<file path="config.mk">
export PLATFORM = sky130hd
export DESIGN_NAME = fir_out_decimator
export DESIGN_NICKNAME = d
export VERILOG_FILES = /design/src/rtl/fir_out_decimator.sv
export SDC_FILE = /design/constraint.sdc
export NUM_CORES = 1
export LEC_CHECK = 0
export ABC_AREA = 1
export CAP_MARGIN = 5
export CELL_PAD_IN_SITES_DETAIL_PLACEMENT = 0
export CELL_PAD_IN_SITES_GLOBAL_PLACEMENT = 1
export CORE_MARGIN = 2
export CORE_UTILIZATION = 45
export CTS_CLUSTER_SIZE = 28
export DETAILED_ROUTE_END_ITERATION = 8
export GPL_ROUTABILITY_DRIVEN = 1
export PLACE_DENSITY = 0.83
export SLEW_MARGIN = 20
export SYNTH_ARGS = -nofsm -noshare
export SYNTH_HDL_FRONTEND = slang
export SYNTH_SLANG_ARGS = --single-unit
</file>
<file path="constraint.sdc">
create_clock -name CLK_Filter -period 2.78 [get_ports CLK_Filter]
set_clock_uncertainty 0.2 [all_clocks]
set_input_delay 0.556 -clock CLK_Filter [delete_from_list [all_inputs] [get_ports CLK_Filter]]
set_output_delay 0.556 -clock CLK_Filter [all_outputs]
set_load 0.05 [all_outputs]
</file>
<file path="src/rtl/fir_out_decimator.sv">
// FIR output conditioner: warm-up discard, decimation,
// round/saturate to OUT_WIDTH, and a FWFT valid/ready FIFO.
module fir_out_decimator #(
  parameter int IN_WIDTH   = 20,
  parameter int OUT_WIDTH  = 8,
  parameter int SHIFT      = 10,
  parameter int DECIM      = 4,
  parameter int WARMUP     = 25,
  parameter int FIFO_DEPTH = 8
) (
  input  logic                          CLK_Filter,
  input  logic                          rst_n,
  input  logic [IN_WIDTH-1:0]           filter_in,
  input  logic                          enable,
  input  logic                          clr_flags,
  output logic [OUT_WIDTH-1:0]          out_data,
  output logic                          out_valid,
  input  logic                          out_ready,
  output logic [$clog2(FIFO_DEPTH):0]   fifo_level,
  output logic                          sat_flag,
  output logic                          ovf_flag
);

  localparam int AW = $clog2(FIFO_DEPTH);
  localparam int LW = AW + 1;
  localparam int WW = $clog2(WARMUP + 2);
  localparam int PW = $clog2(DECIM + 1);

  localparam logic [WW-1:0] WARM_LAST  = WW'(WARMUP);
  localparam logic [PW-1:0] PHASE_LAST = PW'(DECIM - 1);
  localparam logic [LW-1:0] FULL_LVL   = LW'(FIFO_DEPTH);

  localparam logic [IN_WIDTH:0] RND =
    {{IN_WIDTH{1'b0}}, 1'b1} << (SHIFT - 1);
  localparam logic [IN_WIDTH:0] OMAX =
    {{(IN_WIDTH + 1 - OUT_WIDTH){1'b0}}, {OUT_WIDTH{1'b1}}};

  typedef enum logic {
    WARM = 1'b0,
    RUN  = 1'b1
  } state_t;

  localparam state_t RST_STATE = (WARMUP == 0) ? RUN : WARM;

  state_t               state_q, state_d;
  logic [WW-1:0]        warm_cnt_q, warm_cnt_d;
  logic [PW-1:0]        phase_q, phase_d;
  logic                 sv_q, sv_d;
  logic [OUT_WIDTH-1:0] sd_q, sd_d;
  logic [AW-1:0]        wr_ptr_q, wr_ptr_d;
  logic [AW-1:0]        rd_ptr_q, rd_ptr_d;
  logic [LW-1:0]        level_q, level_d;
  logic                 sat_q, sat_d;
  logic                 ovf_q, ovf_d;

  logic [OUT_WIDTH-1:0] mem [FIFO_DEPTH];

  logic                 keep;
  logic [IN_WIDTH:0]    sum;
  logic [IN_WIDTH:0]    r;
  logic                 r_sat;
  logic [OUT_WIDTH-1:0] scaled;
  logic                 sat_evt;
  logic                 full;
  logic                 empty;
  logic                 pop;
  logic                 push_ok;
  logic                 drop;

  // Warm-up / decimation sequencing, advanced only on accepted samples
  always_comb begin
    state_d    = state_q;
    warm_cnt_d = warm_cnt_q;
    phase_d    = phase_q;
    keep       = 1'b0;
    if (enable) begin
      unique case (state_q)
        WARM: begin
          warm_cnt_d = warm_cnt_q + WW'(1);
          if (warm_cnt_d == WARM_LAST)
            state_d = RUN;
        end
        RUN: begin
          keep    = (phase_q == '0);
          phase_d = (phase_q == PHASE_LAST) ?
                    '0 : phase_q + PW'(1);
        end
        default: ;
      endcase
    end
  end

  // Round-half-up and clamp; one spare bit keeps the add from wrapping
  always_comb begin
    sum     = {1'b0, filter_in} + RND;
    r       = sum >> SHIFT;
    r_sat   = (r > OMAX);
    scaled  = r_sat ? {OUT_WIDTH{1'b1}} : r[OUT_WIDTH-1:0];
    sat_evt = keep && r_sat;
    sv_d    = keep;
    sd_d    = keep ? scaled : sd_q;
  end

  // FIFO bookkeeping; a full FIFO still takes a push when it pops too
  always_comb begin
    full     = (level_q == FULL_LVL);
    empty    = (level_q == '0);
    pop      = !empty && out_ready;
    push_ok  = sv_q && (!full || pop);
    drop     = sv_q && !push_ok;
    wr_ptr_d = push_ok ? wr_ptr_q + AW'(1) : wr_ptr_q;
    rd_ptr_d = pop ? rd_ptr_q + AW'(1) : rd_ptr_q;
    level_d  = level_q + LW'(push_ok) - LW'(pop);
    sat_d    = sat_evt | (sat_q & ~clr_flags);
    ovf_d    = drop | (ovf_q & ~clr_flags);
  end

  // Control, scale-stage and flag registers
  always_ff @(posedge CLK_Filter or negedge rst_n) begin
    if (!rst_n) begin
      state_q    <= RST_STATE;
      warm_cnt_q <= '0;
      phase_q    <= '0;
      sv_q       <= 1'b0;
      sd_q       <= '0;
      wr_ptr_q   <= '0;
      rd_ptr_q   <= '0;
      level_q    <= '0;
      sat_q      <= 1'b0;
      ovf_q      <= 1'b0;
    end else begin
      state_q    <= state_d;
      warm_cnt_q <= warm_cnt_d;
      phase_q    <= phase_d;
      sv_q       <= sv_d;
      sd_q       <= sd_d;
      wr_ptr_q   <= wr_ptr_d;
      rd_ptr_q   <= rd_ptr_d;
      level_q    <= level_d;
      sat_q      <= sat_d;
      ovf_q      <= ovf_d;
    end
  end

  // Storage array; contents are don't-care until written
  always_ff @(posedge CLK_Filter) begin
    if (push_ok)
      mem[wr_ptr_q] <= sd_q;
  end

  assign out_valid  = !empty;
  assign out_data   = empty ? '0 : mem[rd_ptr_q];
  assign fifo_level = level_q;
  assign sat_flag   = sat_q;
  assign ovf_flag   = ovf_q;

endmodule

</file>
# Word level (Yosys, flattened, before mapping)
# Memory sizes are Yosys's and may differ from the RTL's.
# Index checks and enable logic that the tools add are counted.
totals:
  reg_bits: 30
  latch_bits: 0
  ram_bits: 64
  rom_bits: 0
  input_bits: 25
  out_inout_bits: 15
  wordCells: 49
  mem_count: 1
memory_table:
  columns: ["memory", "words", "word_bits", "rd", "rd_clocked_by_memory_dff", "wr", "line_no", "rtl"]
  rows:
  - ["mem", 8, 8, 1, 0, 1, "56", "logic [OUT_WIDTH-1:0] mem [FIFO_DEPTH];"]
classes:
  n_addsub: 7
  mul: 0
  n_div: 0
  n_lt_le_gt_ge: 1
  n_eq_ne: 3
  n_shift: 0
  mux: 9
  bitwise_logic: 6
  reduce_logical: 12
op_table:
  columns: ["operator", "n"]
  rows:
  - ["20-bit by 10-bit adder with 21-bit output (second input constant)", 1]
  - ["8-bit two-way mux", 2]
  - ["11-bit by 8-bit > comparator with 1-bit output (second input constant)", 1]
  - ["3-bit by 1-bit adder with 3-bit output (second input constant)", 3]
  - ["1-bit two-way mux", 6]
  - ["5-bit by 1-bit adder with 5-bit output (second input constant)", 1]
  - ["5-bit == test (second input constant)", 1]
  - ["4-bit by 1-bit adder with 4-bit output", 1]
  - ["4-bit == test (second input constant)", 1]
  - ["1-bit logical AND", 4]
  - ["4-bit zero test", 1]
  - ["2-bit AND reduction", 2]
  - ["4-bit by 1-bit subtractor with 4-bit output", 1]
  - ["3-bit by 2-bit == test with 1-bit output (second input constant)", 1]
  - ["1-bit zero test", 3]
  - ["3-bit zero test", 1]
  - ["3-bit two-way mux", 1]
  - ["1-bit AND", 2]
  - ["1-bit inverter", 2]
  - ["1-bit OR", 2]
  - ["1-bit logical OR", 1]

# Logic depth before layout (Yosys ltp)
# Gate-level depths: netlist (run 1).
depth:
  depth_word: 8
  depth_mapped: 12
  depth_no_buf: 12

# Least setup slack after synthesis (run 1)
# No wires, ideal clock.
synth_timing:
  kind: "reg2reg"
  from: "register level_q[2] (netlist: fifo_level[2])"
  to: "register level_q[2] (netlist: fifo_level[2])"
  setup_ps: 124
  arrival_ps: 2447
  required_ps: 2456
  slack_ps: 9
  path_stages_with_launch: 12
  n_path_buf: 0
  period_less_slack_ps: 2771
  cell_sequence: "dfrtp_1 > inv_1 > ha_1 > nand2_4 > nand2_4 > nand3_2 > nand2_2 > ha_1 > inv_1 > ha_1 > fa_1 > xor2_1"
synth_via:
  elab_chain_len: 7
  elab_cells_between_ends: 9
  cone_classes: "add/sub (2); eq/ne (1); reduce/logical (6)"
synth_lines:
  columns: ["element", "line_no", "rtl"]
  rows:
  - ["start, declared", "52", "logic [LW-1:0] level_q, level_d;"]
  - ["start signal, assigned", "139", "level_q <= level_d;"]
  - ["4-bit zero test (*)", "107", "empty = (level_q == '0);"]
  - ["1-bit zero test (*)", null, null]
  - ["via out_valid", "17", "output logic out_valid,"]
  - ["1-bit logical AND (*)", "108", "pop = !empty && out_ready;"]
  - ["1-bit logical OR", "109", "push_ok = sv_q && (!full || pop);"]
  - ["1-bit logical AND", "109", null]
  - ["4-bit by 1-bit adder with 4-bit output", "113", "level_d = level_q + LW'(push_ok) - LW'(pop);"]
  - ["4-bit by 1-bit subtractor with 4-bit output (*)", "113", null]
  - ["via level_d[2]", "52", null]
# Mark *: on every way through the listed nets, which the timed path passes. The rest lies on a longest branch.
# A chain may end at the register's enable or synchronous reset.

# Final worst setup path (run 1)
layout_timing:
  from: "register rd_ptr_q[0]"
  to: "output port out_data[3]"
layout_via:
  elab_chain_len: 2
layout_lines:
  columns: ["element", "line_no", "rtl"]
  rows:
  - ["start, declared", "51", "logic [AW-1:0] rd_ptr_q, rd_ptr_d;"]
  - ["start signal, assigned", "138", "rd_ptr_q <= rd_ptr_d;"]
  - ["memory read 8 x 8 bit", null, null]
  - ["8-bit two-way mux", "152", "assign out_data = empty ? '0 : mem[rd_ptr_q];"]
  - ["end, declared", "16", "output logic [OUT_WIDTH-1:0] out_data,"]
# Every way passes these cells.

==> results of run 1 <==
power groups by stage:
stage | registers, µW | logic (µW) | clock network (µW)
6_report | 2080 | 2090 | 894
3_3_place_gp | 2080 | 2070 | 0
2_1_floorplan | 2140 | 1440 | 0
5_1_grt | 2120 | 2320 | 979
4_1_cts | 2080 | 2110 | 918
3_5_place_dp | 2110 | 2110 | 0
repair_timing:
item                                    4_1_cts  5_1_grt
buffers inserted                              0        0
pin swaps                                     0        0
resized for setup                             1        3
endpoints found under the setup margin        1        6
synth_stat cells:
library cell / n
sky130_fd_sc_hd__o21ai_1: 5
sky130_fd_sc_hd__edfxtp_1: 64
sky130_fd_sc_hd__nand3b_1: 1
sky130_fd_sc_hd__buf_4: 2
sky130_fd_sc_hd__mux2i_1: 9
sky130_fd_sc_hd__or2_4: 1
sky130_fd_sc_hd__nand2_1: 43
sky130_fd_sc_hd__buf_2: 6
sky130_fd_sc_hd__mux2_2: 1
sky130_fd_sc_hd__ha_1: 13
sky130_fd_sc_hd__fa_1: 1
sky130_fd_sc_hd__nand3_2: 3
sky130_fd_sc_hd__nor2_1: 74
sky130_fd_sc_hd__o22ai_1: 8
sky130_fd_sc_hd__inv_1: 30
sky130_fd_sc_hd__nand3_1: 7
sky130_fd_sc_hd__xnor2_1: 3
sky130_fd_sc_hd__a21oi_1: 4
sky130_fd_sc_hd__nand2_2: 2
sky130_fd_sc_hd__o21bai_2: 1
sky130_fd_sc_hd__xor2_1: 7
sky130_fd_sc_hd__nand4_1: 4
sky130_fd_sc_hd__o21ai_0: 52
sky130_fd_sc_hd__inv_2: 2
sky130_fd_sc_hd__nand2_4: 3
sky130_fd_sc_hd__clkbuf_1: 2
sky130_fd_sc_hd__nor2_2: 3
sky130_fd_sc_hd__clkbuf_8: 1
sky130_fd_sc_hd__dfrtp_1: 30
layer usage:
| layer | GRT usage [%] | part of all wire [%] | vias to the layer above |
|---|---|---|---|
| met5 | 0 | 0 | - |
| met4 | 5.690 | 1.1 | 0 |
| met3 | 3.606 | 2.5 | 7 |
| met2 | 27.18 | 49 | 28 |
| met1 | 20.79 | 47 | 1270 |
| li1 | - | - | 1385 |
worst reg2reg max path, delay by kind of cell (launching register included):
family                     cells  cell delay, ns
and+or+nand+nor                4            0.42
buffers and inverters          2            0.12
adders and majority gates      4            1.10
DFF                            1            0.37
xor gates and xnor gates       1            0.17
flip-flops by register name, summed over array words and instances, names as in the netlist:
signal,count
phase_q,3
ovf_flag,1
sv_q,1
rd_ptr_q,3
sat_flag,1
sd_q,8
mem,64
fifo_level,4
warm_cnt_q,5
state_q,1
wr_ptr_q,3
cells by family after synthesis:
family | after synthesis
xor gates and xnor gates | 10
adders and majority gates | 14
and+or+nand+nor | 141
AOI/OAI and AO/OA | 70
muxes | 10
DFF | 94
buffers and inverters | 43
worst min-delay path by stage:
stage	from	to	slack, ns	cells after the start
floorplan	rst_n	fifo_level[0]	0.06	0
global placement	sat_flag	sat_flag	0.27	2
detailed placement	sat_flag	sat_flag	0.27	2
CTS	sat_flag	sat_flag	0.30	2
global route	sat_flag	sat_flag	0.33	2
finish	sat_flag	sat_flag	0.30	2
stage by stage:
step / setup WS, ns / power (µW) / instances / util (%) / hold slack (ns)
3_5_place_dp: 0.05410 / 4217 / 527 / 51.06 / 0.2726
2_1_floorplan: 0.009048 / 3575 / 382 / - / 0.06041
6_report: 0.1781 / 5068 / 543 / 53.25 / 0.2974
5_1_grt: 0.0002798 / 5411 / 543 / 53.25 / 0.3254
3_3_place_gp: 0.1009 / 4147 / 527 / 51.06 / 0.2675
4_1_cts: 0.06763 / 5108 / 543 / 53.21 / 0.2964
final cells by class:
class                      count  area [µm²]
sequential                    94        2673
clock inverter                 6       70.07
tap                          111       138.9
timing repair buffer          45       395.4
fill                         807        4279
multi-input combinational    245        1349
inverter                      32       120.1
clock buffer                  10       127.6
==> results.txt, run 1 <==
- The run finished with clean final reports.
- Together, buffers and inverters on the worst path number 4.
- Summed over all cells, the static leakage comes to 0.001946 µW.
* Nature of the critical path endpoint: output port
- TritonCTS built the clock tree.
- Across every metal layer, demand over resource in global routing totals 16.21%.
- The die covers 10140 µm².
- Destination of the critical timing path: out_data[3]
- Die width: 100.7 µm
* Clock network fraction of design power: 17.6%
* Total of flip-flops plus latches after synthesis: 94
- Cells traversed along the worst timing path: buf_6 -> inv_1 -> buf_4 -> o21ai_0 -> o21ai_0 -> o21ai_0 -> nor2_1 -> buf_4
- Endpoint of the worst-slack reg-to-reg timing path: fifo_level[2]
- Wirelength, routed: 7405 µm
- Once the floorplan was initialized, standard cells occupied 45.97% of the core.
- By startpoint and endpoint, the worst setup path is classified as register to output port.
* Headroom to the max-slew limit: 66.40%
* Proportion of power drawn by flip-flops and latches: 41.1%
- Setup violations remaining at the end of the flow were counted as 0.
- Total overflow reported by the global router: 0
* Sw frac: 41.34%
- CP required: 2.02 ns
- Detailed-routing iteration count for the pre-antenna-repair pass: 4
- The clock passes through at most 2 buffers.
- CP Launch Type: register
- Power dissipated by switching net loads: 2095 µW
- Port buffering added 30 buffers.
- Synthesized instance count: 382
* Cell type group with the largest total delay on the critical path: buffers and inverters
- The H-tree generated during clock tree synthesis spans 3 levels.
- Pin placement for this block handled 40 I/O pins.
* Post-synth design cell area: 4208 µm²
- Core region area: 9153 µm²
* Fraction of the mapped netlist area in simple logic gates: 14.51%
* Main combinational cell family by area after synthesis: simple AND/OR/NAND/NOR gates
- Max Clk Rate: 384.3 MHz
* Final-report max-slew violation count: 0
- Dividing the detail-routed via count by the number of cells gives 4.954.
- Reg-to-reg setup timing slack: 0.30 ns
- Post-synth top area cell: sky130_fd_sc_hd__edfxtp_1
- Mux contribution to synthesized area: 2.409%
* Leading cell types in the layout, fill and taps excluded: 74 x sky130_fd_sc_hd__nor2_1, 64 x sky130_fd_sc_hd__edfxtp_1, 50 x sky130_fd_sc_hd__o21ai_0, 43 x sky130_fd_sc_hd__nand2_1
- For the pin with the worst max-slew slack, the measured transition is 0.5024 ns.
- During synthesis, Yosys emitted a total of 0 warnings.
* Synth Net Count: 421
- In this run, distinct cell masters in the synthesized netlist total 29.
- The path class of the tightest hold or removal check is register to register.
- After routing the design area is 4873 µm².
- Largest driver fanout on the critical path: 17
- By instance count, the cell type seen most on the critical path is sky130_fd_sc_hd__o21ai_0.
- Clock Pin Slew Worst Setup and Hold Paths: 0.09 ns
* Fraction of the mapped netlist area in compound gates: 8.712%
- In this run the clock root is driven by a sky130_fd_sc_hd__clkbuf_8.
- Power Dens Cells: 1040 nW/µm²
- Final Hold Violating Endpoints: 0
* Final clock period utilization by the worst path: 93.59%
- Diode insertion count for antenna repair: 0
* Count of antenna-violating nets left after detailed routing: 0
- After synthesis, flip-flops and latches occupy 63.51% of the total area.
- Detail-routed net length per standard cell: 13.64 µm
- Fraction of final layout cells sized beyond drive strength 1: 12.50%
- The synthesized netlist devotes 4.341% of its cell area to adder and majority cells.
* Iter 0 DRT Violations: 125
- Total negative slack: 0 ns
- Count of cells along the worst register-to-register path: 11
* Largest net degree at the start of global routing: 31
- Crit-path slowest cell: sky130_fd_sc_hd__dfrtp_1
- After legalization and detailed placement, the total HPWL measured 5274 µm.
- The number of antenna violations at the first check in global routing is 0.
* Number of cell rows: 35
* Critical path arrival: 1.85 ns
* Cell types occupying the most area after synthesis: sky130_fd_sc_hd__edfxtp_1 46%, sky130_fd_sc_hd__dfrtp_1 18%, sky130_fd_sc_hd__nor2_1 6.6%
* Clock latency at the later pin of the worst-skew pair: 0.35 ns
* Worst stage delay on the critical path: 0.38 ns
- Per report_power, the combinational group accounts for 41.3% of the total.
* Worst setup path startpoint: rd_ptr_q[0]
- Number of nets in the finished design: 466
- Post-route DRC violation count: 0
* Number of clock sinks: 94
* P_int: 2973 µW
* Synth Area in XOR/XNOR: 2.081%
- Maximum vdd drop: 0.5123 mV
- Placed cell area: 4673 µm²
* Count of vias placed by the detailed router: 2690
* CTS buffer count: 9
- Number of global-route vias before repair: 2662
- In this run the critical register-to-register path is launched from fifo_level[2].
- The share of synthesized area in the top cell type comes to 45.67%.
- From synthesis to final layout, the design area changed by 15.82%.
- The tool flagged a number of max-cap violations equal to 0.
- Depth of the critical timing path with buffers and inverters included: 8
- The first global-routing pass estimated 12570 µm of wire.
- After layout, the minimum clock period comes to 2.602 ns.
- After clock tree synthesis, the flow added hold-fix buffers numbering 0.
- Commonest non-fill, non-tap cell in the layout: sky130_fd_sc_hd__nor2_1
* Routability-driven placement congestion ratio: 0.8248
- Averaged over all synthesized cells, the footprint is 11.02 µm².
* Height of the chip: 100.7 µm
- Unrepaired setup endpoints after global routing: no
Note: power is estimated with default switching activity, not from simulation.
==> inputs of run 2 (changes only) <==
--- a/config.mk
+++ b/config.mk
@@ -6,7 +6,7 @@
 export NUM_CORES = 1
 export LEC_CHECK = 0
 export ABC_AREA = 1
-export CAP_MARGIN = 5
+export CAP_MARGIN = 25
 export CELL_PAD_IN_SITES_DETAIL_PLACEMENT = 0
 export CELL_PAD_IN_SITES_GLOBAL_PLACEMENT = 1
 export CORE_MARGIN = 2
@@ -15,6 +15,7 @@
 export DETAILED_ROUTE_END_ITERATION = 8
 export GPL_ROUTABILITY_DRIVEN = 1
 export PLACE_DENSITY = 0.83
+export REMOVE_ABC_BUFFERS = 1
 export SLEW_MARGIN = 20
 export SYNTH_ARGS = -nofsm -noshare
 export SYNTH_HDL_FRONTEND = slang
==> run 2 against run 1 <==
- global-route usage down 0.50 points
- total power down 0.80%
- first-iteration DRC count up 38%
==> results.txt, run 2 (same netlist as run 1, synthesis figures left out) <==
- Placed cell area: 4678 µm²
- Hold is met by 0.2914 ns.
* Post_cts resized: 1
* Core region area: 9153 µm²
- Origin of the critical flop-to-flop path: fifo_level[2]
- Count of antenna-violating nets left after detailed routing: 0
* Routability-driven placement congestion ratio: 0.8415
- The clock reaches the later pin of the worst-skew pair after 0.36 ns.
- Reg-to-reg setup timing slack: 0.33 ns
- Max-cap violations in this run came to 0.
- The first detailed-routing pass took 4 iterations.
- Ranked by flip-flop count, first place goes to mem.
- End-of-flow core utilization: 53.18%
* Dpl hpwl: 4976 µm
- Count of vias placed by the detailed router: 2658
* Number of clock sinks: 94
- TritonCTS built the clock tree.
* Number of antenna violations at the first check in global routing: 0
- Actual transition at the worst max-transition pin: 0.4945 ns
- Power Dens Cells: 1033 nW/µm²
- Met3 GRT Util: 3.121%
- Clock Pin Slew Worst Setup and Hold Paths: 0.09 ns
- Max FFs per register: 64
- Static power due to leakage: 0.001945 µW
* Critical path arrival: 1.84 ns
- In the final layout, the registers with the most flip-flops are mem (64), sd_q (8), warm_cnt_q (5).
* Path class of the lowest-slack min-delay path: register to register
- Starting density of the core: 45.97%
- Leaving out fill and tap cells, the most frequent cell in the layout is sky130_fd_sc_hd__nor2_1.
- Of all nets on the critical path, the largest fanout is 22.
- Number of global-route vias before repair: 2554
- The worst register-to-register path has a depth of 11.
* Number of hold buffers added after cts: 0
- Max Clk Rate: 385.6 MHz
- The number of hold violations in the final report came to 0.
* Unrepaired setup endpoints after global routing: no
- Fraction of met1 tracks used by global routing: 20.84%
* Maximum vdd drop: 0.4153 mV
* Detail-routed net length per standard cell: 12.98 µm
- The run finished with clean final reports.
* Final instance area: 4867 µm²
* Post-route DRC violation count: 0
- CP Launch Type: register
- The most critical setup path has its startpoint at rd_ptr_q[0].
- After the last flow step, the layout net total stands at 465.
- The setup path with the least slack is of type register to output port.
* Number of cell rows: 35
- I/O pin count: 40
- Height of the chip: 100.7 µm
- Total power draw: 5028 µW
- The number of antenna diodes in the final layout is 0.
- Summed over all failing endpoints, the final setup total negative slack is 0 ns.
* Avg Vias per Cell: 4.904
* Die width: 100.7 µm
- Entering global routing, the biggest net connects 31 pins.
- From synthesis to final layout, the design area changed by 15.67%.
- Global routing used 15.71% of the available tracks.
- Fraction of final layout cells sized beyond drive strength 1: 12.30%
- Final clock period utilization by the worst path: 93.29%
- Global routing finished with a remaining overflow of 0.
* Final-report max-slew violation count: 0
- Global-route wire length before repair: 12100 µm
- No sink is reached through more buffers than the 2 on the longest clock path.
- The tree is rooted in a sky130_fd_sc_hd__clkbuf_8.
- IO Port Bufs: 30
- For this block, the routed nets add up to 7035 µm of wire.
- Global route hottest layer: met2
- Final setup viols: 0
* Iter 0 DRT Violations: 173
- In the layout the commonest cells are 74 x sky130_fd_sc_hd__nor2_1, 64 x sky130_fd_sc_hd__edfxtp_1, 52 x sky130_fd_sc_hd__o21ai_0, 43 x sky130_fd_sc_hd__nand2_1, 30 x sky130_fd_sc_hd__dfrtp_1.
* Number of setup buffers added after CTS: 0
- Endpoint of the worst-slack reg-to-reg timing path: fifo_level[2]
- CP required: 2.02 ns
- Min cycle time layout: 2.593 ns
* Nature of the critical path endpoint: output port
- The die covers 10140 µm².
- The critical path ends at out_data[7].
- Headroom to the max-slew limit: 66.93%
* Maximum level of the CTS H-tree: 3
- In the global route stage, met2 resource usage came out at 25.28%.
- CTS buffer count: 9
run 2: changes by cell type in the layout (fill, tap and decap cells not counted), sizes merged:
cell | previous run | this run
clkinv | 0 | 2
buf | 23 | 22
clkinvlp | 3 | 2
inv | 34 | 33
run 2: worst min path at each step:
| stage | startpoint | endpoint | slack [ns] | cells after the start |
|---|---|---|---|---|
| floorplan | rst_n | fifo_level[0] | 0.06 | 0 |
| global placement | sat_flag | sat_flag | 0.27 | 2 |
| detailed placement | sat_flag | sat_flag | 0.27 | 2 |
| CTS | sat_flag | sat_flag | 0.29 | 2 |
| global route | sat_flag | sat_flag | 0.33 | 2 |
| finish | sat_flag | sat_flag | 0.29 | 2 |
run 2: layout make-up:
| type | count | area [µm²] |
|---|---|---|
| Tap cell | 111 | 138.9 |
| Multi-Input combinational cell | 245 | 1349 |
| Fill cell | 780 | 4285 |
| Clock buffer | 10 | 127.6 |
| Sequential cell | 94 | 2673 |
| Clock inverter | 6 | 62.56 |
| Inverter | 32 | 120.1 |
| Timing Repair Buffer | 44 | 396.6 |
run 2: critical path, stage by stage (launching register included):
cell and delay (ns):
sky130_fd_sc_hd__dfrtp_1 0.38, sky130_fd_sc_hd__buf_4 0.29, sky130_fd_sc_hd__o21ai_0 0.12, sky130_fd_sc_hd__o21ai_0 0.21
sky130_fd_sc_hd__o21ai_0 0.12, sky130_fd_sc_hd__nor2_1 0.13, sky130_fd_sc_hd__buf_4 0.21
run 2: metrics by stage:
stage	setup WS, ns	cells
global route	0.03846	542
global placement	0.09483	526
CTS	0.09415	542
finish	0.1866	542
floorplan	-0.1434	371
detailed placement	0.05823	526
run 2: report_power, final:
| part | switching (µW) | internal, µW |
|---|---|---|
| Clock | 442 | 414 |
| Combinational | 1380 | 719 |
| Sequential | 233 | 1840 |
run 2: routing by layer:
layer / part of all wire [%] / wire length [µm] / up-vias
li1: - / - / 1385
met5: 0 / 0 / -
met4: 2.2 / 152 / 0
met3: 3.3 / 229 / 15
met1: 46 / 3244 / 1213
met2: 48 / 3409 / 45
==> inputs of run 3 (changes only) <==
--- a/config.mk
+++ b/config.mk
@@ -16,6 +16,7 @@
 export GPL_ROUTABILITY_DRIVEN = 1
 export PLACE_DENSITY = 0.83
 export REMOVE_ABC_BUFFERS = 1
+export SKIP_CTS_REPAIR_TIMING = 1
 export SLEW_MARGIN = 20
 export SYNTH_ARGS = -nofsm -noshare
 export SYNTH_HDL_FRONTEND = slang
==> run 3 against run 2 <==
- sequential power is essentially flat
- first-iteration DRC count is the same
- utilization is essentially flat
- critical path type unchanged
- register-to-register slack is essentially flat
- maximum frequency is the same
- cell count is the same
- clock power is essentially flat
- via count is the same
- global-route usage is the same
- final area is essentially flat
- hold slack is the same
==> results.txt, run 3 (same netlist as run 1, synthesis figures left out) <==
- The flow ran to the end, and the final reports show no timing, DRC or antenna violations.
- Static power due to leakage: 0.001947 µW
- The setup check on the worst reg-to-reg path leaves a slack of 0.33 ns.
- Detailed-routing iteration count for the pre-antenna-repair pass: 4
- Total overflow reported by the global router: 0
- Maximum level of the CTS H-tree: 3
- Actual transition at the worst max-transition pin: 0.4992 ns
- No sink is reached through more buffers than the 2 on the longest clock path.
* Destination of the critical timing path: out_data[7]
- Leading cell types in the layout, fill and taps excluded: 74 x sky130_fd_sc_hd__nor2_1, 64 x sky130_fd_sc_hd__edfxtp_1, 52 x sky130_fd_sc_hd__o21ai_0, 43 x sky130_fd_sc_hd__nand2_1, 30 x sky130_fd_sc_hd__dfrtp_1
* Diode insertion count for antenna repair: 0
- Global routing consumed, over all layers together, 15.71% of the routing resources.
- Ranked by flip-flop count, first place goes to mem.
* Endpoint of the worst-slack reg-to-reg timing path: fifo_level[2]
* Buf+Inv Stages, Crit Path: 2
- The critical path goes through buf_4 -> o21ai_0 -> o21ai_0 -> o21ai_0 -> nor2_1 -> buf_4.
* Origin of the critical flop-to-flop path: fifo_level[2]
- The first global-routing pass estimated 12100 µm of wire.
- In this run the vertical extent of the chip is 100.7 µm.
- Buffers placed on the I/O ports in this run total 30.
- Top Registers: mem (64), sd_q (8), warm_cnt_q (5)
- The worst setup path is launched from a register.
* Core region area: 9153 µm²
* Max Clk Rate: 385.6 MHz
- In this run the power density over the cells is 1033 nW/µm².
- Commonest non-fill, non-tap cell in the layout: sky130_fd_sc_hd__nor2_1
* Total power draw: 5030 µW
- Depth of the critical timing path with buffers and inverters included: 6
- The net count of the finished layout is 465.
* Routability-driven placement congestion ratio: 0.8415
* Path class of the lowest-slack min-delay path: register to register
* Max FFs per register: 64
- CP required: 2.02 ns
- Clock latency at the later pin of the worst-skew pair: 0.36 ns
* Count of vias placed by the detailed router: 2658
- The floorplan step defined a die boundary enclosing 10140 µm².
* Starting density of the core: 45.97%
- For this block, the initial DRC count from the detailed router was 173.
- Number of global-route vias before repair: 2554
* Root buffer cell: sky130_fd_sc_hd__clkbuf_8
* Fraction of final layout cells sized beyond drive strength 1: 12.30%
- Die width: 100.7 µm
* Count of antenna-violating nets left after detailed routing: 0
- Clock Pin Slew Worst Setup and Hold Paths: 0.09 ns
- The worst hold path passes through 2 cells.
- TritonCTS built the clock tree.
- The filler cells instantiated in the layout total 778.
- Syn-to-layout area delta: 15.76%
- The setup path with the least slack is of type register to output port.
- Number of cell rows: 35
- Worst stage delay on the critical path: 0.38 ns
- The max-slew violation total from the final report is 0.
- The number of antenna violations at the first check in global routing was 0.
* Maximum vdd drop: 0.4153 mV
- Dpl hpwl: 4976 µm
- Number of max-cap violations: 0
* Most frequent cell on the critical path: sky130_fd_sc_hd__o21ai_0
* Largest net degree at the start of global routing: 31
- Setup repair after global routing left no endpoint under its margin.
* Wirelength, routed: 7037 µm
- Headroom to the max-slew limit: 66.66%
* Post-route DRC violation count: 0
* Nature of the critical path endpoint: output port
- The number of hold violations in the final report came to 0.
- In this run the count of I/O pins placed on the die edge is 40.
* CTS buffer count: 9
- In the finished design, the share of the clock period the worst path needs comes to 93.29%.
- Critical path arrival: 1.84 ns
* Avg Vias per Cell: 4.904
- In this design, the largest share of critical-path delay is due to buffers and inverters.
- Detail-routed net length per standard cell: 12.98 µm
- Min cycle time layout: 2.593 ns
- Final hold slack: 0.2914 ns
* Final setup viols: 0
* Crit-path slowest cell: sky130_fd_sc_hd__dfrtp_1
- Largest driver fanout on the critical path: 22
- Number of clock sinks: 94
- Worst setup path startpoint: rd_ptr_q[0]
- For the worst flop-to-flop path, the logic depth is 11.
* End-of-flow core utilization: 53.22%
run 3: changes by cell type in the layout (fill, tap and decap cells not counted):
| cell | previous run | this run |
|---|---|---|
| sky130_fd_sc_hd__dlymetal6s2s_1 | 0 | 1 |
| sky130_fd_sc_hd__dlygate4sd2_1 | 1 | 0 |
run 3: where the power goes:
group	internal [µW]	switching, µW
Combinational	721	1380
Clock	414	442
Sequential	1840	233
Total	2970	2060
run 3: area by class of cell:
cell class                 instances  area (µm²)  area share [%]
clock inverter                     6       62.56           1.284
timing repair buffer              44       400.4           8.220
clock buffer                      10       127.6           2.620
multi-input combinational        245        1349           27.69
inverter                          32       120.1           2.466
tap                              111       138.9           2.851
sequential                        94        2673           54.87
run 3: worst min path at each step:
| stage | from | to |
|---|---|---|
| after floorplan | rst_n | fifo_level[0] |
| after global placement | sat_flag | sat_flag |
| after detailed placement | sat_flag | sat_flag |
| after CTS | sat_flag | sat_flag |
| after global routing | sat_flag | sat_flag |
| final | sat_flag | sat_flag |
run 3: worst min-delay path, stage by stage, from the launching register on:
cell and delay, ns:
sky130_fd_sc_hd__dfrtp_1 0.35, sky130_fd_sc_hd__nand2_1 0.05, sky130_fd_sc_hd__nand2_1 0.06
run 3: metrics by stage:
| stage | cell area [µm²] | worst slack (ns) | instances | setup TNS [ns] |
|---|---|---|---|---|
| final | 4871 | 0.1866 | 542 | 0 |
| after global routing | 4871 | 0.03846 | 542 | 0 |
| after CTS | 4868 | -0.006726 | 542 | -0.006726 |
| after detailed placement | 4678 | 0.05823 | 526 | 0 |
| after global placement | 4678 | 0.09483 | 526 | 0 |
| after floorplan | 4141 | -0.1434 | 371 | -1.134 |
run 3: layer usage:
metal / track usage (%) / up-vias / wire, µm
li1: - / 1385 / -
met1: 20.84 / 1213 / 3245
met2: 25.28 / 45 / 3409
met3: 3.121 / 15 / 229
met4: 6.744 / 0 / 152
met5: 0 / - / 0
